<file path="src/rtl/cr16_pkg.sv">
// Shared CR16 constants: PSR flag bit positions and condition-code encodings.
// Imported by the ALU, the decoder and the PSR/condition logic.
package cr16_pkg;

    localparam int unsigned PSR_W = 5;

    localparam int unsigned STATUS_INDEX_CARRY    = 0;
    localparam int unsigned STATUS_INDEX_LOW      = 1;
    localparam int unsigned STATUS_INDEX_FLAG     = 2;
    localparam int unsigned STATUS_INDEX_ZERO     = 3;
    localparam int unsigned STATUS_INDEX_NEGATIVE = 4;

    localparam logic [3:0] COND_EQ = 4'h0;
    localparam logic [3:0] COND_NE = 4'h1;
    localparam logic [3:0] COND_CS = 4'h2;
    localparam logic [3:0] COND_CC = 4'h3;
    localparam logic [3:0] COND_HI = 4'h4;
    localparam logic [3:0] COND_LS = 4'h5;
    localparam logic [3:0] COND_GT = 4'h6;
    localparam logic [3:0] COND_LE = 4'h7;
    localparam logic [3:0] COND_FS = 4'h8;
    localparam logic [3:0] COND_FC = 4'h9;
    localparam logic [3:0] COND_LO = 4'hA;
    localparam logic [3:0] COND_HS = 4'hB;
    localparam logic [3:0] COND_LT = 4'hC;
    localparam logic [3:0] COND_GE = 4'hD;
    localparam logic [3:0] COND_UC = 4'hE;
    localparam logic [3:0] COND_NV = 4'hF;

endpackage

</file>
<file path="src/rtl/cr16_cond_eval.sv">
// Combinational CR16 condition evaluator: (PSR flags, 4-bit condition) -> true.
// Shared by the branch/jump path and the Scond path.
module cr16_cond_eval
    import cr16_pkg::*;
(
    input  logic [PSR_W-1:0] flags_i,
    input  logic [3:0]       cond_i,
    output logic             true_o
);

    logic c, l, f, z, n;

    assign c = flags_i[STATUS_INDEX_CARRY];
    assign l = flags_i[STATUS_INDEX_LOW];
    assign f = flags_i[STATUS_INDEX_FLAG];
    assign z = flags_i[STATUS_INDEX_ZERO];
    assign n = flags_i[STATUS_INDEX_NEGATIVE];

    always_comb begin
        true_o = 1'b0;
        unique case (cond_i)
            COND_EQ: true_o = z;
            COND_NE: true_o = ~z;
            COND_CS: true_o = c;
            COND_CC: true_o = ~c;
            COND_HI: true_o = l;
            COND_LS: true_o = ~l;
            COND_GT: true_o = n;
            COND_LE: true_o = ~n;
            COND_FS: true_o = f;
            COND_FC: true_o = ~f;
            COND_LO: true_o = ~l & ~z;
            COND_HS: true_o = l | z;
            COND_LT: true_o = ~n & ~z;
            COND_GE: true_o = n | z;
            COND_UC: true_o = 1'b1;
            COND_NV: true_o = 1'b0;
            default: true_o = 1'b0;
        endcase
    end

endmodule

</file>
<file path="src/rtl/cr16_psr_cond.sv">
// CR16 processor status register: captures ALU flags, keeps a one-deep interrupt shadow,
// and returns registered condition-code results one cycle after each query.
module cr16_psr_cond
    import cr16_pkg::*;
#(
    parameter logic [PSR_W-1:0] RESET_FLAGS = 5'b00000,
    parameter bit               FORWARD     = 1'b1
) (
    input  logic             I_CLK,
    input  logic             I_NRESET,
    input  logic             I_STATUS_WE,
    input  logic [PSR_W-1:0] I_STATUS,
    input  logic [PSR_W-1:0] I_STATUS_MASK,
    input  logic             I_SAVE,
    input  logic             I_RESTORE,
    input  logic             I_COND_VALID,
    input  logic [3:0]       I_COND,
    output logic [PSR_W-1:0] O_FLAGS,
    output logic             O_COND_VALID,
    output logic             O_COND_TRUE,
    output logic             O_SHADOW_VALID,
    output logic             O_RESTORE_ERR
);

    logic [PSR_W-1:0] flags_d, flags_q;
    logic [PSR_W-1:0] shadow_d, shadow_q;
    logic             shadow_valid_d, shadow_valid_q;
    logic             cond_valid_d, cond_valid_q;
    logic             cond_true_d, cond_true_q;
    logic             restore_err_d, restore_err_q;
    logic             restore_hit;
    logic [PSR_W-1:0] eval_flags;
    logic             eval_true;

    assign restore_hit = I_RESTORE & shadow_valid_q;

    // A successful restore overrides any same-cycle status write.
    always_comb begin
        flags_d = flags_q;
        if (restore_hit) begin
            flags_d = shadow_q;
        end else if (I_STATUS_WE) begin
            flags_d = (flags_q & ~I_STATUS_MASK) | (I_STATUS & I_STATUS_MASK);
        end
    end

    always_comb begin
        shadow_d       = shadow_q;
        shadow_valid_d = shadow_valid_q;
        if (restore_hit) begin
            shadow_valid_d = 1'b0;
        end else if (I_SAVE && !I_RESTORE) begin
            shadow_d       = flags_d;
            shadow_valid_d = 1'b1;
        end
    end

    assign eval_flags = FORWARD ? flags_d : flags_q;

    cr16_cond_eval u_cond_eval (
        .flags_i (eval_flags),
        .cond_i  (I_COND),
        .true_o  (eval_true)
    );

    always_comb begin
        cond_valid_d  = I_COND_VALID;
        cond_true_d   = I_COND_VALID ? eval_true : cond_true_q;
        restore_err_d = I_RESTORE & ~shadow_valid_q;
    end

    always_ff @(posedge I_CLK or negedge I_NRESET) begin
        if (!I_NRESET) begin
            flags_q        <= RESET_FLAGS;
            shadow_q       <= '0;
            shadow_valid_q <= 1'b0;
            cond_valid_q   <= 1'b0;
            cond_true_q    <= 1'b0;
            restore_err_q  <= 1'b0;
        end else begin
            flags_q        <= flags_d;
            shadow_q       <= shadow_d;
            shadow_valid_q <= shadow_valid_d;
            cond_valid_q   <= cond_valid_d;
            cond_true_q    <= cond_true_d;
            restore_err_q  <= restore_err_d;
        end
    end

    assign O_FLAGS        = flags_q;
    assign O_COND_VALID   = cond_valid_q;
    assign O_COND_TRUE    = cond_true_q;
    assign O_SHADOW_VALID = shadow_valid_q;
    assign O_RESTORE_ERR  = restore_err_q;

endmodule

</file>
<file path="config.mk">
export PLATFORM = sky130hd
export DESIGN_NAME = cr16_psr_cond
export DESIGN_NICKNAME = d
export VERILOG_FILES = /design/src/rtl/cr16_pkg.sv /design/src/rtl/cr16_cond_eval.sv /design/src/rtl/cr16_psr_cond.sv
export SDC_FILE = /design/constraint.sdc
export NUM_CORES = 1
export LEC_CHECK = 0
export ABC_CLOCK_PERIOD_IN_PS = 1900
export CAP_MARGIN = 10
export CORE_MARGIN = 2
export CORE_UTILIZATION = 37
export CTS_CLUSTER_SIZE = 12
export DETAILED_ROUTE_END_ITERATION = 10
export PLACE_DENSITY = 0.78
export SLEW_MARGIN = 10
export SYNTH_ARGS = -nofsm -noshare
export SYNTH_HDL_FRONTEND = slang
export SYNTH_HIERARCHICAL = 1
export SYNTH_SLANG_ARGS = --single-unit
export TNS_END_PERCENT = 10
</file>
<file path="constraint.sdc">
create_clock -name I_CLK -period 1.9 [get_ports I_CLK]
set_input_delay 0.285 -clock I_CLK [delete_from_list [all_inputs] [get_ports I_CLK]]
set_output_delay 0.285 -clock I_CLK [all_outputs]
set_load 0.03 [all_outputs]
</file>
* Word level (Yosys, flattened, before mapping)
Cells that the tools add are included.
** Storage, ports and cells
- Register bits :: 14
- Bits of input ports :: 20
- Output and inout port bits :: 9
- Word-level logic and storage cells :: 48
** Cells by class
- Eq/ne operators :: 15
- Mux-type cells :: 5
- Bitwise operators :: 17
- Reductions and logical operators :: 5
** Operators by type and width (number)
- $eq 4x4->1 const B :: 8
- $eq 4x3->1 const B :: 4
- $pmux 1 s16 :: 1
- $and 5x5->5 :: 2
- $mux 5 :: 2
- $eq 4x2->1 const B :: 2
- $not 1->1 :: 7
- $not 5->5 :: 1
- $or 5x5->5 :: 1
- $and 1x1->1 :: 4
- $eq 4x1->1 const B :: 1
- $logic_not 4->1 :: 1
- $mux 1 :: 2
- $or 1x1->1 :: 2
- $reduce_and 2->1 :: 1
- $reduce_bool 2->1 :: 1
- $logic_and 1x1->1 :: 1
- $logic_not 1->1 :: 1

* Logic depth before layout (Yosys ltp)
- Depth in word-level cells :: 8
- Gate-level depth with buffers :: 8

* Cells and area by module
Netlist, hierarchy kept.
** By module, submodules not included
- cr16_psr_cond :: instances 1, cells an instance 51, area each 549.3 sq um, seq. area each 350.3 sq um
- cr16_cond_eval :: instances 1, cells an instance 23, area each 183.9 sq um, seq. area each 0.0 sq um

* Worst setup path before layout
OpenSTA, ideal clock, no wires.
- Path type :: reg-to-reg
- From :: register shadow_valid_q, in the netlist O_SHADOW_VALID
- To :: register cond_true_q, in the netlist O_COND_TRUE
- Arrival time :: 2.097 ns
- Required time :: 1.775 ns
- Setup slack :: -0.321 ns
- Cell stages (with the launch flop) :: 7
- Path buffers :: 0
- Period minus slack after synthesis :: 2.221 ns
- Cells stage by stage :: dfrtp_1 -> nand2_1 -> a21oi_1 -> nor3_1 -> a211o_1 -> a221o_1 -> mux2_2
** Between the ends
- Cells in the longest elaborated chain, start to end :: 5
- Elaborated cells on any way between the ends :: 12
** RTL lines
- from (decl) :: RTL line cr16_psr_cond.sv:27 : logic shadow_valid_d, shadow_valid_q;
- from (signal assigned) :: RTL line cr16_psr_cond.sv:83 : shadow_valid_q <= shadow_valid_d;
- $and 1x1->1 (*) :: RTL line cr16_psr_cond.sv:35 : assign restore_hit = I_RESTORE & shadow_valid_q;
- $mux 5 (*) :: RTL line cr16_psr_cond.sv:40 : if (restore_hit) begin
- net eval_flags[3] :: RTL line cr16_psr_cond.sv:32 : logic [PSR_W-1:0] eval_flags;
- $not 1->1 :: RTL line cr16_cond_eval.sv:23, cr16_cond_eval.sv:32, cr16_cond_eval.sv:34
- $and 1x1->1 (on tied branches) :: RTL line cr16_cond_eval.sv:34, cr16_cond_eval.sv:32
- $pmux 1 s16 (*) :: RTL line cr16_cond_eval.sv:21 : unique case (cond_i)
- net eval_true :: RTL line cr16_psr_cond.sv:33 : logic eval_true;
- to (signal assigned) :: RTL line cr16_psr_cond.sv:85 : cond_true_q <= cond_true_d;
- to (decl) :: RTL line cr16_psr_cond.sv:29 : logic cond_true_d, cond_true_q;
The timed path passes the listed nets; every way through them passes the cells marked *.
A chain may end at the register's enable or synchronous reset.

* Worst setup path in the final report
Same ends and word-level chain as after synthesis.

==> metrics.sh <==
STATUS='finished, violations left'
FAILING_CHECKS='negative setup slack'
FILL_CELLS=159
YOSYS_REGISTER_BITS=14
CP_TOP_FAMILY='compound AO/OA/AOI/OAI gates'
SKEW_PS=5.66
LEAKAGEPOWER_uW=0.000560
MIN_PATH_TYPE='input port to asynchronous set/reset pin'
GPL.FINAL_WEIGHTED_CONGESTION=0.845
CTS_NUM_SINKS=14
TIMING.SETUP.TNS_PS=-63.7
FINAL_PERIOD_MINUS_WORST_SETUP_SLACK_PS=1960
SYNTH_AREA_PER_CELL_UM2=9.91
REPORT.FINAL.HOLD_VIOL_COUNT=0
FINAL_LAYOUT_SIZE_SUFFIX_GT1_SHARE_PCT=37.0
PATH_BUF_INV=1
STARTPOINT_OF_THE_MOST_CRITICAL_REGISTER_TO_REGISTER_PATH='O_SHADOW_VALID'
CLOCK_TREE.BUFFER_DEPTH=2
CRITICAL_PATH_PEAK_FANOUT=6
SLEW_VIOLATIONS=0
FLOW.AREA_GROWTH_FROM_SYNTHESIS_PCT=74.9
POST_DRT_WL_PER_CELL_UM=14.5
UNREPAIRED_SETUP_ENDPOINTS_AFTER_GLOBAL_ROUTING='yes'
SYNTH_CELL_TYPE_COUNT=25
DRT_WL_TOTAL_MM=2.12
FLOORPLAN.DIE_AREA_UM2=2350
SYNTH.NET_COUNT=94
TIMING.CRITICAL_PATH.TO_TYPE='flop'
NUM_ANTENNA_CELLS=0
DP_WORST_SETUP_SLACK_PS=-621
FINALSETUPVIOLATIONS=1
CP_CELL_SEQUENCE='nand2_4, nor2_2, a21oi_4, buf_4, nor3_1, a211o_1, a221o_1, mux2_4'
DIE-HEIGHT_UM=48.5
SYNTH_CELLS=74
GRT_MAX_DEGREE=15
OVERFLOW=0
TIMING.REG2REG.WORST_PATH_DEPTH=8
POWER_DENSITY_nW_PER_UM2=805
GRT_ANTENNA_BEFORE_REPAIR=0
TRITONROUTE_PASS_1_ITERS=4
FINAL.PERIOD_UTILIZATION_PCT=103
CTS_BUFFER_COUNT=3
FLOORPLAN.IO_PINS=29
HPWL_MM=1.41
TRITONCTS='done'
TRACK_USAGE_PCT=18.6
DRT_INITIAL_VIOLATIONS=13
POST_SYNTH_INSTANCE_AREA_UM2=733
WORSTSETUPSTARTPOINTTYPE='flop'
CRITPATHARRIVALTIME_PS=2140
WIRE_LENGTH_OF_THE_FIRST_GLOBAL_ROUTING_PASS_MM=3.31
PATH_TYPE_OF_THE_WORST_SETUP_PATH='flop to flop'
CTS_MAX_LEVEL=1
MAX_SLEW_MARGIN_PCT=57.7
DIE_W_UM=48.5
ROOT_BUFFER='sky130_fd_sc_hd__clkbuf_4'
INSERTION_DELAY_PS=280
CRITICAL_PATH.MAX_STAGE_DELAY_PS=430
SYNTH_SEQUENTIAL_AREA_RATIO_PCT=47.8
POSTCTSHOLDBUFS=0
FINALNETCOUNT=140
CRIT_REQUIRED_PS=2070
WORST-SLEW-PIN-TRANSITION_PS=632
PLACEABLE_CORE_REGION_UM2=1920
CLK_PIN_SLEW_PS=90
TIMING.FMAX_MHz=509
CRIT-REG2REG-CAPTURE='O_COND_TRUE'
REGTOREGSETUPSLACK_PS=-60
MAXCAPVIOLCOUNT=0
TIMING.FINAL.WS_SETUP_PS=-63.7
VIAS=736
YOSYS_WARNINGS=6
INITIAL_CORE_UTIL_PCT=38.2
IRDROPWORSTVDD_mV=0.403
SLOWEST_STAGE='sky130_fd_sc_hd__dfrtp_2'
FIRST_GLOBAL_VIAS=736
DRCVIOLATIONCOUNT=0
FINAL_ANTENNA_NET_COUNT=0
PORT_BUFFERS=28
CORE.ROWCOUNT=16
VIA_PER_INST=5.04
per-stage QoR:
stage	std cells	hold WS (ps)	instance area, um2	power, uW	util, %
floorplan	74	-10.6	766	579	-
global placement	134	469	1110	724	57.9
detailed placement	134	478	1110	737	57.9
CTS	145	384	1240	1000	64.4
global route	146	407	1280	1080	66.7
finish	146	390	1280	1030	66.7
cell usage after synthesis:
cell | count | area, um2
sky130_fd_sc_hd__o31ai_1 | 1 | 7.51
sky130_fd_sc_hd__mux2i_1 | 7 | 70.1
sky130_fd_sc_hd__o32ai_1 | 1 | 8.76
sky130_fd_sc_hd__o21ai_1 | 5 | 25.0
sky130_fd_sc_hd__buf_6 | 1 | 11.3
sky130_fd_sc_hd__nand2_1 | 12 | 45.0
sky130_fd_sc_hd__a31oi_1 | 1 | 6.26
sky130_fd_sc_hd__or4b_1 | 1 | 10.0
sky130_fd_sc_hd__a211o_1 | 1 | 8.76
sky130_fd_sc_hd__o21ai_0 | 1 | 5.00
sky130_fd_sc_hd__and2b_1 | 1 | 7.51
sky130_fd_sc_hd__nor3_1 | 1 | 5.00
sky130_fd_sc_hd__buf_4 | 1 | 7.51
sky130_fd_sc_hd__mux2_2 | 1 | 11.3
sky130_fd_sc_hd__a21oi_1 | 5 | 25.0
sky130_fd_sc_hd__nor2_1 | 7 | 26.3
sky130_fd_sc_hd__xnor2_1 | 1 | 8.76
sky130_fd_sc_hd__nor3b_2 | 1 | 12.5
sky130_fd_sc_hd__dfrtp_1 | 14 | 350
sky130_fd_sc_hd__o22a_2 | 1 | 10.0
sky130_fd_sc_hd__a221o_1 | 1 | 10.0
sky130_fd_sc_hd__nor2b_1 | 2 | 12.5
sky130_fd_sc_hd__nor4b_1 | 1 | 8.76
sky130_fd_sc_hd__nand2b_1 | 5 | 31.3
sky130_fd_sc_hd__or2b_2 | 1 | 8.76
area by class of cell:
cell class,instances,area (um2),area share (%)
clock buffers,4,36.3,2.83
multi-input cells,58,469,36.6
repair buffers,43,388,30.2
flip-flops and latches,14,355,27.7
well taps,27,33.8,2.63
registers in the layout (all words and copies together), names as in the netlist:
signal / count
O_COND_TRUE: 1
O_SHADOW_VALID: 1
shadow_q: 5
O_COND_VALID: 1
O_RESTORE_ERR: 1
O_FLAGS: 5
cell usage in the layout (no fill, tap or decap):
cell / count
sky130_fd_sc_hd__mux2i_4: 2
sky130_fd_sc_hd__dfrtp_2: 4
sky130_fd_sc_hd__or4b_1: 1
sky130_fd_sc_hd__nor4b_1: 1
sky130_fd_sc_hd__o31ai_1: 1
sky130_fd_sc_hd__nand2_2: 3
sky130_fd_sc_hd__a21oi_4: 3
sky130_fd_sc_hd__nor2b_1: 1
sky130_fd_sc_hd__a211o_1: 1
sky130_fd_sc_hd__mux2i_2: 2
sky130_fd_sc_hd__or2b_2: 1
sky130_fd_sc_hd__nand2b_1: 5
sky130_fd_sc_hd__xnor2_1: 1
sky130_fd_sc_hd__mux2_4: 1
sky130_fd_sc_hd__nand2_1: 8
sky130_fd_sc_hd__clkbuf_2: 1
sky130_fd_sc_hd__nor2b_4: 1
sky130_fd_sc_hd__o32ai_1: 1
sky130_fd_sc_hd__mux2i_1: 3
sky130_fd_sc_hd__nor2_2: 2
sky130_fd_sc_hd__and2b_1: 1
sky130_fd_sc_hd__dfrtp_1: 10
sky130_fd_sc_hd__clkdlybuf4s50_1: 21
sky130_fd_sc_hd__a221o_1: 1
sky130_fd_sc_hd__clkbuf_8: 1
sky130_fd_sc_hd__nor3_1: 1
sky130_fd_sc_hd__a21oi_2: 2
sky130_fd_sc_hd__dlygate4sd2_1: 5
sky130_fd_sc_hd__buf_4: 14
sky130_fd_sc_hd__buf_6: 1
sky130_fd_sc_hd__nor2_1: 5
sky130_fd_sc_hd__nor3b_2: 1
sky130_fd_sc_hd__nand2_4: 1
sky130_fd_sc_hd__a31oi_1: 1
sky130_fd_sc_hd__o21ai_1: 5
sky130_fd_sc_hd__o22a_2: 1
sky130_fd_sc_hd__o21ai_0: 1
sky130_fd_sc_hd__clkbuf_4: 3
sky130_fd_sc_hd__dlymetal6s2s_1: 1
cell families after synthesis:
logic type	Yosys count	share of synthesized area, %
AND/OR/NAND/NOR	32	22.9
AO/OA/AOI/OAI	17	14.5
flip-flops	14	47.8
multiplexers	8	11.1
buffers and inverters	2	2.56
XOR/XNOR	1	1.19
power breakdown:
group          internal [uW]  switching, uW
registers                352           34.7
clock network            117           97.3
logic                    221            212
total                    689            344
worst register-to-register path: cells and delay by family (launching register included):
family                 cells  cell delay [ps]
AO/OA/AOI/OAI              3              780
flip-flops                 1              430
multiplexers               1              260
buffers and inverters      1              150
AND/OR/NAND/NOR            3              240
worst max-delay path by stage:
stage / startpoint / cells past startpoint / to
detailed placement: I_STATUS_WE / 9 / O_COND_TRUE
floorplan: O_SHADOW_VALID / 8 / O_COND_TRUE
finish: O_SHADOW_VALID / 8 / O_COND_TRUE
global route: I_STATUS_MASK[4] / 9 / O_COND_TRUE
CTS: O_SHADOW_VALID / 8 / O_COND_TRUE
global placement: I_STATUS_WE / 9 / O_COND_TRUE
repair_timing:
action,in CTS,in global routing
buffers inserted,7,1
gates resized for setup,17,10
pin swaps,9,8
setup endpoints to repair,1,1
cloned,0,0
routing by layer:
metal  track usage [%]  wire (um)
met1              21.2        861
met2              32.2       1090
met3              3.70        126
met4              11.0         41
met5                 0          0
Power figures use the tool's default switching activity.
